<file path="config.mk">
export PLATFORM = sky130hd
export DESIGN_NAME = lcc_reply_collector
export DESIGN_NICKNAME = d
export VERILOG_FILES = /design/src/rtl/lcc_reply_collector.sv
export SDC_FILE = /design/constraint.sdc
export NUM_CORES = 1
export LEC_CHECK = 0
export ABC_CLOCK_PERIOD_IN_PS = 2700
export BUFFER_PORTS_ARGS = -buffer_cell sky130_fd_sc_hd__buf_4
export CORE_MARGIN = 4
export CORE_UTILIZATION = 48
export CTS_CLUSTER_DIAMETER = 60
export DETAILED_ROUTE_END_ITERATION = 10
export PLACE_DENSITY = 0.71
export SLEW_MARGIN = 20
export SYNTH_ARGS = -nofsm -noshare
export SYNTH_HDL_FRONTEND = slang
export SYNTH_SLANG_ARGS = --single-unit
</file>
<file path="constraint.sdc">
create_clock -name clk -period 2.7 [get_ports clk]
set_input_delay 0.675 -clock clk [delete_from_list [all_inputs] [get_ports clk]]
set_output_delay 0.675 -clock clk [all_outputs]
set_load 0.05 [all_outputs]
</file>
<file path="src/rtl/lcc_reply_collector.sv">
// Collects the 4-byte LCC reply (echo, data_hi, data_lo, xor checksum) after each request,
// validates it and reports either the payload word or a classified, counted error.
module lcc_reply_collector #(
  parameter logic [19:0] TIMEOUT = 20'd80640,
  parameter logic [7:0]  ERR_SAT = 8'd255
) (
  input  logic        clk,
  input  logic        reset,
  input  logic        iRqStart,
  input  logic [7:0]  iRqNum,
  input  logic [7:0]  iData,
  input  logic        iValid,
  output logic [15:0] oWord,
  output logic [7:0]  oNum,
  output logic        oStrobe,
  output logic        oErr,
  output logic [1:0]  oErrCode,
  output logic [7:0]  oErrCnt,
  output logic        oBusy
);

  typedef enum logic [1:0] {
    IDLE       = 2'd0,
    WAIT_FIRST = 2'd1,
    RECEIVE    = 2'd2,
    CHECK      = 2'd3
  } state_t;

  localparam logic [1:0] ERR_TIMEOUT = 2'd0;
  localparam logic [1:0] ERR_ECHO    = 2'd1;
  localparam logic [1:0] ERR_CSUM    = 2'd2;
  localparam logic [1:0] ERR_OVERRUN = 2'd3;

  state_t      state_r;
  logic [7:0]  num_r;
  logic [1:0]  idx_r;
  logic [19:0] timer_r;
  logic [7:0]  frame_r [4];

  function automatic logic [7:0] frame_csum(input logic [7:0] b0, input logic [7:0] b1,
                                            input logic [7:0] b2);
    return b0 ^ b1 ^ b2;
  endfunction

  function automatic logic [7:0] sat_inc(input logic [7:0] cnt);
    return (cnt == ERR_SAT) ? cnt : cnt + 8'd1;
  endfunction

  // Reply FSM with registered outputs; a new request always wins over a byte or a check.
  always_ff @(posedge clk) begin
    if (reset) begin
      state_r  <= IDLE;
      num_r    <= 8'd0;
      idx_r    <= 2'd0;
      timer_r  <= 20'd0;
      for (int i = 0; i < 4; i++) frame_r[i] <= 8'd0;
      oWord    <= 16'd0;
      oNum     <= 8'd0;
      oStrobe  <= 1'b0;
      oErr     <= 1'b0;
      oErrCode <= 2'd0;
      oErrCnt  <= 8'd0;
      oBusy    <= 1'b0;
    end else begin
      oStrobe <= 1'b0;
      oErr    <= 1'b0;
      if (iRqStart) begin
        // Any request outside IDLE aborts whatever frame was pending.
        if (state_r != IDLE) begin
          oErr     <= 1'b1;
          oErrCode <= ERR_OVERRUN;
          oErrCnt  <= sat_inc(oErrCnt);
        end
        num_r   <= iRqNum;
        idx_r   <= 2'd0;
        timer_r <= 20'd0;
        state_r <= WAIT_FIRST;
        oBusy   <= 1'b1;
      end else begin
        case (state_r)
          IDLE: begin
            oBusy <= 1'b0;
          end
          WAIT_FIRST, RECEIVE: begin
            if (iValid) begin
              frame_r[idx_r] <= iData;
              idx_r          <= idx_r + 2'd1;
              timer_r        <= 20'd0;
              state_r        <= (idx_r == 2'd3) ? CHECK : RECEIVE;
            end else if (timer_r == TIMEOUT - 20'd1) begin
              oErr     <= 1'b1;
              oErrCode <= ERR_TIMEOUT;
              oErrCnt  <= sat_inc(oErrCnt);
              state_r  <= IDLE;
              oBusy    <= 1'b0;
            end else begin
              timer_r <= timer_r + 20'd1;
            end
          end
          CHECK: begin
            state_r <= IDLE;
            oBusy   <= 1'b0;
            // Echo failure is reported even when the checksum is also wrong.
            if (frame_r[0] != num_r) begin
              oErr     <= 1'b1;
              oErrCode <= ERR_ECHO;
              oErrCnt  <= sat_inc(oErrCnt);
            end else if (frame_r[3] != frame_csum(frame_r[0], frame_r[1], frame_r[2])) begin
              oErr     <= 1'b1;
              oErrCode <= ERR_CSUM;
              oErrCnt  <= sat_inc(oErrCnt);
            end else begin
              oStrobe <= 1'b1;
              oWord   <= {frame_r[1], frame_r[2]};
              oNum    <= num_r;
            end
          end
          default: begin
            state_r <= IDLE;
            oBusy   <= 1'b0;
          end
        endcase
      end
    end
  end

endmodule
</file>
==> flow_summary.yaml, run 1 <==
status:
  status: "complete, no violations"
logic_synthesis:
  synth-simple-area-share_pct: 21.78
  synth_ff_type: "dfxtp_1"
  synth.most_common_cell: "dfxtp_1"
  synth.top_cell.area_share_pct: 30.55
  synth-seq-cells: 101
  netlist-cell-type-count: 48
  synth_fa_ha_area_share_pct: 1.660
  synth_compound_area_share_pct: 5.036
  synthCells: 436
  syn-cell-area_sq_um: 4522
  synth_top_family_by_area: "simple AND/OR/NAND/NOR gates"
  synth-edff-count: 32
  netlist_top_cells_count: "69 x dfxtp_1, 64 x nor2_1, 36 x and2_1"
  async_reset_ff_share_pct: 0
  ys_seq_area_share_pct: 51.80
  synthXorXnorAreaFrac_pct: 9.297
  ys.warnings.count: 0
  muxShareOfSynthArea_pct: 8.080
  syn_avg_cell_area_sq_um: 10.37
  synth_fp_nets: 462
  synth_top_area_cell: "dfxtp_1"
  synth_area_leaders: "dfxtp_1 31%, edfxtp_1 21%, mux2i_1 7.1%"
sta:
  relSlewSlack_pct: 60.52
  finalCritPeriodShare_pct: 93.83
  timing.fmax_mhz: 394.7
  worst_slack_ns: 0.1666
  max_slew.worst_pin.slew_ns: 0.5907
  period_needed_ns: 2.533
  setup_viol: 0
  setup_tns_ns: 0
  slew_violations: 0
  rsz0062_at_grt: "no"
  hold_violations: 0
  finClkSkew_ns: 0.009552
place:
  placed_cell_area_sq_um: 5094
  io_buffers: 56
  place_inst: 596
  hpwlAfterDp_mm: 6.755
  finalWeightedCongestion: 0.8065
  pre_cts_ws_ns: 0.1306
flow_run:
  cap_violations: 0
finish:
  n_antenna_cell: 0
  syn_to_final_growth_pct: 16.74
  drive_gt1_share_pct: 19.16
  final_cells: 612
  fin_nets: 522
  final_area_sq_um: 5279
die:
  core_sq_um: 9196
  die_area_sq_um: 11040
  placementRows: 35
  boundaryPins: 57
  start_util_pct: 49.17
  die_h_microns: 105.1
  die_x_microns: 105.1
route:
  num_vias: 3244
  drc: 0
  ant_nets: 0
  wl_mm: 9.171
  post_drt_wl_per_cell_microns: 14.99
  avgViaCountPerCell: 5.301
  drt-pass1-iter-count: 4
  drt-initial-drc-count: 125
worst_setup_path:
  cp.required_ns: 2.96
  endpoint_kind: "register"
  arrival_ns: 2.79
  crit_type: "register to register"
  crit_fanout: 12
  worst_setup_path_start_kind: "register"
  r2r_start: "timer_r[16]$_SDFFE_PP0P_"
  startpoint: "timer_r[16]$_SDFFE_PP0P_"
clock_tree:
  cts_buffer_depth: 2
  post_cts_buffers: 0
  clk_pin_slew_ns: 0.09
  clk_latency_ns: 0.36
  clock_sink_count: 101
  cts_root_buffer: "clkbuf_8"
  cts_tree: "yes"
  cts_repair_resize_count: 0
  cts_made_buffers: 9
  cts_max_level: 3
  holdBufCountCts: 0
power:
  irDropWorstVdd_mv: 0.2549
  p_per_area_nw_per_um2: 522.8
  p_leak_uw: 0.001984
global_routing:
  antenna_found_initial: 0
  grt_overflow: 0
  grt.total_usage_pct: 17.03
  grt_pass1_vias: 3144
  grt_max_degree: 51
  grt_pass1_wl_mm: 15.26
hold_path:
  hold_path.startpoint: "oErrCode[0]$_SDFFE_PP0P_"
  hp-class: "register to register"
## layer usage
layer	track usage [%]	vias to the layer above	share of wire, %
li1	-	1634	-
met1	23.09	1550	48
met2	26.63	49	47
met3	4.262	11	3.8
met4	5.717	0	1.2
met5	0	-	0
## worst max-delay path: stages, from the launching register on
cell and delay, ns:
dfxtp_1 0.44, or4b_1 0.44, or4_1 0.45, o211a_4 0.28
nand3b_4 0.22, nor3_1 0.25, mux2_2 0.36
## flip-flops by register name, indices dropped and copies added, names as in the netlist
name	count
oErrCode	2
state_r	2
oErrCnt	8
frame_r	32
num_r	8
oErr	1
oWord	16
oNum	8
oStrobe	1
oBusy	1
timer_r	20
idx_r	2
## kinds of logic after synthesis
family	after synthesis
AO/OA/AOI/OAI	34
XOR/XNOR	48
adder cells (fa/ha/maj)	6
buffers and inverters	25
flip-flops	101
multiplexers	36
AND/OR/NAND/NOR	186
## worst paths after layout
check / endpoint / slack, ns / cells past startpoint
max: oErrCnt[4]$_SDFFE_PP0P_ / 0.17 / 6
min: oErrCode[0]$_SDFFE_PP0P_ / 0.50 / 2
max reg2reg: oErrCnt[4]$_SDFFE_PP0P_ / 0.17 / 6
min reg2reg: oErrCode[0]$_SDFFE_PP0P_ / 0.50 / 2
## stage by stage
stage                     total power, uW  util, %  hold WS [ns]
after floorplan                      1830        -        0.4617
after global placement               1904    55.39        0.4687
after detailed placement             1912    55.39        0.4885
after CTS                            2786    57.40        0.5035
after global routing                 2870    57.40        0.5350
final                                2760    57.40        0.5036
## power breakdown
part	internal, uW	switching, uW
clock network	385	501
registers	1600	33.5
logic	100	140
## area by class of cell
class	count	area (sq um)
Sequential cell	101	2342
Clock inverter	6	36.28
Timing Repair Buffer	66	508.0
Multi-Input combinational cell	310	2074
Fill cell	817	3918
Clock buffer	10	148.9
Inverter	8	30.03
Tap cell	111	138.9
## layout by cell type (no fill, tap or decap), types with 2 or more instances in the layout
master,instances
xor2_1,17
or3_1,4
nand4_1,6
a21oi_1,14
nand3_1,9
edfxtp_1,32
dfxtp_1,69
inv_1,8
nor2b_1,4
and4_1,2
o21ai_0,5
nor3_1,13
nor2_1,64
mux2_2,4
a311oi_1,2
or2_2,4
or4_1,3
xnor2_1,31
nor4_1,10
buf_4,65
clkbuf_8,9
mux2i_1,32
nand2b_1,2
nor3b_1,3
clkinv_2,2
clkinvlp_4,3
ha_1,6
o31ai_1,3
nand2_1,14
and3_1,4
and2_1,36
No activity file was read; power rests on OpenSTA's default activity.
==> run 2: changes to the inputs <==
--- a/config.mk
+++ b/config.mk
@@ -5,13 +5,13 @@
 export SDC_FILE = /design/constraint.sdc
 export NUM_CORES = 1
 export LEC_CHECK = 0
-export ABC_CLOCK_PERIOD_IN_PS = 2700
+export ABC_CLOCK_PERIOD_IN_PS = 2800
 export BUFFER_PORTS_ARGS = -buffer_cell sky130_fd_sc_hd__buf_4
 export CORE_MARGIN = 4
 export CORE_UTILIZATION = 48
 export CTS_CLUSTER_DIAMETER = 60
 export DETAILED_ROUTE_END_ITERATION = 10
-export PLACE_DENSITY = 0.71
+export PLACE_DENSITY = 0.68
 export SLEW_MARGIN = 20
 export SYNTH_ARGS = -nofsm -noshare
 export SYNTH_HDL_FRONTEND = slang
==> constraint.sdc (replaced) <==
create_clock -name clk -period 2.8 [get_ports clk]
set_input_delay 0.7 -clock clk [delete_from_list [all_inputs] [get_ports clk]]
set_output_delay 0.7 -clock clk [all_outputs]
set_load 0.05 [all_outputs]
==> run 2 against run 1 <==
Clock power is 4.6% higher. Register-to-register slack improved by 0.11 ns. Cell area rose by 0.33%. Fmax grew 0.45%. Wire length rose by 1.2%. Setup slack improved by 0.11 ns. Hold slack got worse by 0.0017 ns. Critical path type unchanged.
==> flow_summary.yaml, run 2 (synthesized netlist as in run 1, its figures left out) <==
finish:
  final_cells: 612
  regMostFlops: "frame_r"
  layout_common_cells: "69 x dfxtp_1, 65 x buf_4, 64 x nor2_1"
  n_antenna_cell: 0
  layout_commonest_cell: "dfxtp_1"
  reg.largest.list: "frame_r: 32 flops, timer_r: 20 flops, oWord: 16 flops"
  fin_nets: 522
  syn_to_final_growth_pct: 17.13
  drive_gt1_share_pct: 19.36
  largest_reg_flops: 32
place:
  io_buffers: 56
  pre_cts_ws_ns: 0.2095
  hpwlAfterDp_mm: 6.655
  place_inst: 596
  finalWeightedCongestion: 0.8109
global_routing:
  antenna_found_initial: 0
  met3_usage_pct: 4.077
  grt_use_met2_pct: 27.91
  grt.total_usage_pct: 17.39
  grt_overflow: 0
  grtUsageMet1_pct: 23.45
  grt_max_degree: 39
  grt_pass1_vias: 3149
  top_usage_layer: "met2"
  grt_pass1_wl_mm: 15.55
clock_tree:
  holdBufCountCts: 0
  cts_max_level: 3
  cts_root_buffer: "clkbuf_8"
  clock_sink_count: 101
  cts_buffer_depth: 2
  cts_repair_resize_count: 0
  post_cts_buffers: 0
  clk_latency_ns: 0.36
  cts_made_buffers: 9
  cts_tree: "yes"
  clk_pin_slew_ns: 0.10
power:
  p_int_uw: 2068
  clock_power_share_pct: 33.9
  irDropWorstVdd_mv: 0.2409
  seqPwrFrac_pct: 57.6
  combPwrFrac_pct: 8.6
  p_sw_uw: 668.6
  switching_share_pct: 24.43
  p_leak_uw: 0.002007
  p_per_area_nw_per_um2: 516.8
route:
  drc: 0
  drt-pass1-iter-count: 6
  wl_mm: 9.281
  post_drt_wl_per_cell_microns: 15.17
  num_vias: 3223
  drt-initial-drc-count: 101
  ant_nets: 0
  avgViaCountPerCell: 5.266
status:
  status: "complete, no violations"
worst_setup_path:
  ff2ff_path_depth: 6
  crit_type: "register to register"
  r2r_start: "timer_r[10]$_SDFFE_PP0P_"
  endpoint_kind: "register"
  worst_setup_path_start_kind: "register"
  crit_path_end: "oErrCnt[5]$_SDFFE_PP0P_"
  cp.required_ns: 3.10
  startpoint: "timer_r[10]$_SDFFE_PP0P_"
  crit_fanout: 12
  ff2ff_setup_slack_ns: 0.28
  r2r-end: "oErrCnt[5]$_SDFFE_PP0P_"
  arrival_ns: 2.82
sta:
  finClkSkew_ns: 0.009498
  max_slew.worst_pin.slew_ns: 0.6066
  setup_tns_ns: 0
  slew_violations: 0
  finalCritPeriodShare_pct: 90.08
  rsz0062_at_grt: "no"
  hold_violations: 0
  timing.fmax_mhz: 396.5
  relSlewSlack_pct: 59.46
  worst_slack_ns: 0.2778
  setup_viol: 0
  period_needed_ns: 2.522
die:
  placementRows: 35
  start_util_pct: 49.17
  boundaryPins: 57
  core_sq_um: 9196
  die_area_sq_um: 11040
  die_x_microns: 105.1
  die_h_microns: 105.1
hold_path:
  hp-class: "register to register"
  hold_path_depth: 2
flow_run:
  cap_violations: 0
## run 2: final cells by class
| class | instances | area, sq um |
|---|---|---|
| Clock buffer | 11 | 173.9 |
| Clock inverter | 5 | 28.78 |
| Fill cell | 810 | 3900 |
| Inverter | 8 | 30.03 |
| Multi-Input combinational cell | 310 | 2074 |
| Sequential cell | 101 | 2342 |
| Tap cell | 111 | 138.9 |
| Timing Repair Buffer | 66 | 508.0 |
## run 2: worst min path at each step
stage                             startpoint                       end  slack [ns]
detailed placement      oNum[3]$_SDFFE_PP0P_      oNum[3]$_SDFFE_PP0P_        0.48
CTS                  timer_r[9]$_SDFFE_PP0P_   timer_r[9]$_SDFFE_PP0P_        0.51
floorplan            timer_r[9]$_SDFFE_PP0P_   timer_r[9]$_SDFFE_PP0P_        0.46
global placement    oErrCode[0]$_SDFFE_PP0P_  oErrCode[0]$_SDFFE_PP0P_        0.47
global route        oErrCode[0]$_SDFFE_PP0P_  oErrCode[0]$_SDFFE_PP0P_        0.53
finish               timer_r[9]$_SDFFE_PP0P_   timer_r[9]$_SDFFE_PP0P_        0.50
## run 2: layer usage
metal	vias to the layer above	routed length (microns)
met4	0	122
li1	1629	-
met1	1532	4478
met5	-	0
met2	51	4356
met3	11	323
## run 2: stage by stage
stage / utilization [%] / cell area (sq um) / hold WS [ns] / power, uW
global route: 57.59 / 5296 / 0.5255 / 2848
detailed placement: 55.39 / 5094 / 0.4842 / 1844
floorplan: - / 4522 / 0.4617 / 1764
finish: 57.59 / 5296 / 0.5018 / 2737
CTS: 57.59 / 5296 / 0.5058 / 2758
global placement: 55.39 / 5094 / 0.4750 / 1837
## run 2: critical path, stage by stage (launching register included)
cell      delay [ns]
dfxtp_1         0.37
or4b_1          0.49
or4_1           0.46
o211a_4         0.28
nand3b_4        0.22
or4_1           0.49
a21oi_1         0.15
## run 2: power groups by stage
stage	Combinational, uW	Clock (uW)	Sequential [uW]
finish	234	927	1580
global route	259	1010	1580
CTS	236	947	1580
detailed placement	235	0	1610
global placement	229	0	1610
floorplan	140	0	1620
==> run 3: changes to the inputs <==
--- a/config.mk
+++ b/config.mk
@@ -7,11 +7,12 @@
 export LEC_CHECK = 0
 export ABC_CLOCK_PERIOD_IN_PS = 2800
 export BUFFER_PORTS_ARGS = -buffer_cell sky130_fd_sc_hd__buf_4
+export CAP_MARGIN = 10
 export CORE_MARGIN = 4
 export CORE_UTILIZATION = 48
 export CTS_CLUSTER_DIAMETER = 60
 export DETAILED_ROUTE_END_ITERATION = 10
-export PLACE_DENSITY = 0.68
+export PLACE_DENSITY_LB_ADDON = 0.12
 export SLEW_MARGIN = 20
 export SYNTH_ARGS = -nofsm -noshare
 export SYNTH_HDL_FRONTEND = slang
==> run 3 against run 2 <==
Clock power is 5.1% lower. Clock skew increased by 0.0087 ns. Combinational power barely moved. Utilization shrank 0.054 points. Non-clock buffer count rose by 2. Total power fell by 1.7%. Largest cell class unchanged. First-iteration DRC count grew 94%. Hold slack got worse by 0.0053 ns. Flip-flop and latch count did not move. Largest power group unchanged. Highest routed layer unchanged. Count of clock-buffer cells in the layout decreased by 1.
==> flow_summary.yaml, run 3 (synthesized netlist as in run 1, its figures left out) <==
finish:
  layout_common_cells: "69 x dfxtp_1, 67 x buf_4, 64 x nor2_1"
  regMostFlops: "frame_r"
  reg.largest.list: "frame_r: 32 flops, timer_r: 20 flops, oWord: 16 flops"
  largest_reg_flops: 32
  fill_cells: 834
  utilization_pct: 57.54
  seq_area_sq_um: 2342
  drive_gt1_share_pct: 19.48
  layout_commonest_cell: "dfxtp_1"
  multi_input_area_sq_um: 2074
  syn_to_final_growth_pct: 17.02
  n_antenna_cell: 0
  fin_nets: 524
place:
  io_buffers: 56
  hpwlAfterDp_mm: 6.684
  finalWeightedCongestion: 0.7822
power:
  p_int_uw: 1985
  p_sw_uw: 706.3
  p_leak_uw: 0.002002
  switching_share_pct: 26.24
  clock_power_share_pct: 32.7
  p_per_area_nw_per_um2: 508.6
  seqPwrFrac_pct: 58.6
  irDropWorstVdd_mv: 0.2439
  combPwrFrac_pct: 8.7
route:
  wl_mm: 9.382
  drt-pass1-iter-count: 4
  num_vias: 3247
  drt-initial-drc-count: 196
  drc: 0
  ant_nets: 0
  post_drt_wl_per_cell_microns: 15.28
  avgViaCountPerCell: 5.288
worst_setup_path:
  crit_fanout: 12
  ff2ff_path_depth: 6
  crit_type: "register to register"
  crit_chain: "or4b_1 > or4_1 > o211a_4 > nand3b_4 > nor3_1 > mux2_2"
  worst_setup_path_start_kind: "register"
  critical_path.top_delay_family: "simple AND/OR/NAND/NOR gates"
  endpoint_kind: "register"
  critPathSlowestCell: "or4_1"
  ff2ff_setup_slack_ns: 0.28
  path_depth: 6
  critPathBufInv: 0
  cp.required_ns: 3.06
  arrival_ns: 2.78
  cpPeakStageDelay_ns: 0.46
clock_tree:
  clk_pin_slew_ns: 0.10
  cts_repair_resize_count: 0
  cts_made_buffers: 9
  cts_root_buffer: "clkbuf_8"
  holdBufCountCts: 0
  clock_sink_count: 101
  clk_latency_ns: 0.37
  cts_tree: "yes"
  post_cts_buffers: 0
  cts_buffer_depth: 2
  cts_max_level: 3
die:
  boundaryPins: 57
  core_sq_um: 9196
  die_x_microns: 105.1
  placementRows: 35
  start_util_pct: 49.17
  die_h_microns: 105.1
  die_area_sq_um: 11040
sta:
  relSlewSlack_pct: 49.22
  hold_violations: 0
  slew_violations: 0
  setup_viol: 0
  max_slew.worst_pin.slew_ns: 0.7559
  setup_tns_ns: 0
  period_needed_ns: 2.516
  rsz0062_at_grt: "no"
  finalCritPeriodShare_pct: 89.86
  timing.fmax_mhz: 397.5
  finClkSkew_ns: 0.01815
global_routing:
  antenna_found_initial: 0
  grt_pass1_vias: 3128
  grt_overflow: 0
  grt.total_usage_pct: 17.72
  grt_pass1_wl_mm: 15.73
  grt_max_degree: 56
hold_path:
  hold_path_depth: 2
  hp-class: "register to register"
flow_run:
  cap_violations: 0
status:
  status: "complete, no violations"
-- run 3: cell types whose count changed in the layout (fill, tap and decap cells not counted) --
cell	before	now
clkinv_2	4	0
buf_4	65	67
clkbuf_16	2	0
clkinv_4	0	2
inv_6	1	3
clkbuf_1	0	1
inv_8	0	1
-- run 3: area by class of cell --
cell class	instances	area share, %
clock buffer	10	2.412
clock inverter	6	1.040
inverter	8	0.5675
multi-input combinational	310	39.21
sequential	101	44.27
tap	111	2.625
timing repair buffer	68	9.884
-- run 3: path summary, 6_finish.rpt --
| kind | from | end |
|---|---|---|
| max | timer_r[16]$_SDFFE_PP0P_ | oErrCnt[4]$_SDFFE_PP0P_ |
| min | oErrCnt[7]$_SDFFE_PP0P_ | oErrCnt[7]$_SDFFE_PP0P_ |
| max reg2reg | timer_r[16]$_SDFFE_PP0P_ | oErrCnt[4]$_SDFFE_PP0P_ |
| min reg2reg | oErrCnt[7]$_SDFFE_PP0P_ | oErrCnt[7]$_SDFFE_PP0P_ |
-- run 3: per-layer routing --
layer / vias to the layer above / track usage [%] / wire (microns)
li1: 1639 / - / -
met1: 1534 / 25.73 / 4824
met2: 65 / 26.21 / 4031
met3: 9 / 3.274 / 389
met4: 0 / 6.560 / 137
met5: - / 0 / 0
-- run 3: through the flow --
stage / setup slack [ns] / power (uW) / hold WS [ns] / cells / cell area [sq um]
after floorplan: 0.2930 / 1764 / 0.4617 / 436 / 4522
after global placement: 0.2244 / 1842 / 0.4773 / 598 / 5109
final: 0.2841 / 2691 / 0.4966 / 614 / 5291
after detailed placement: 0.2197 / 1846 / 0.4854 / 598 / 5109
after global routing: 0.1123 / 2812 / 0.5151 / 614 / 5291
after CTS: 0.2914 / 2719 / 0.5025 / 614 / 5291
-- run 3: power groups by stage --
stage | sequential (uW) | clock [uW] | combinational [uW]
floorplan | 1620 | 0 | 140
global placement | 1610 | 0 | 233
detailed placement | 1610 | 0 | 235
CTS | 1580 | 905 | 237
global route | 1580 | 971 | 259
finish | 1580 | 880 | 235
-- run 3: worst reg2reg max path: stages, from the launching register on --
cell and delay [ns]:
dfxtp_1 0.44, or4b_1 0.43, or4_1 0.46, o211a_4 0.28, nand3b_4 0.22, nor3_1 0.25, mux2_2 0.35
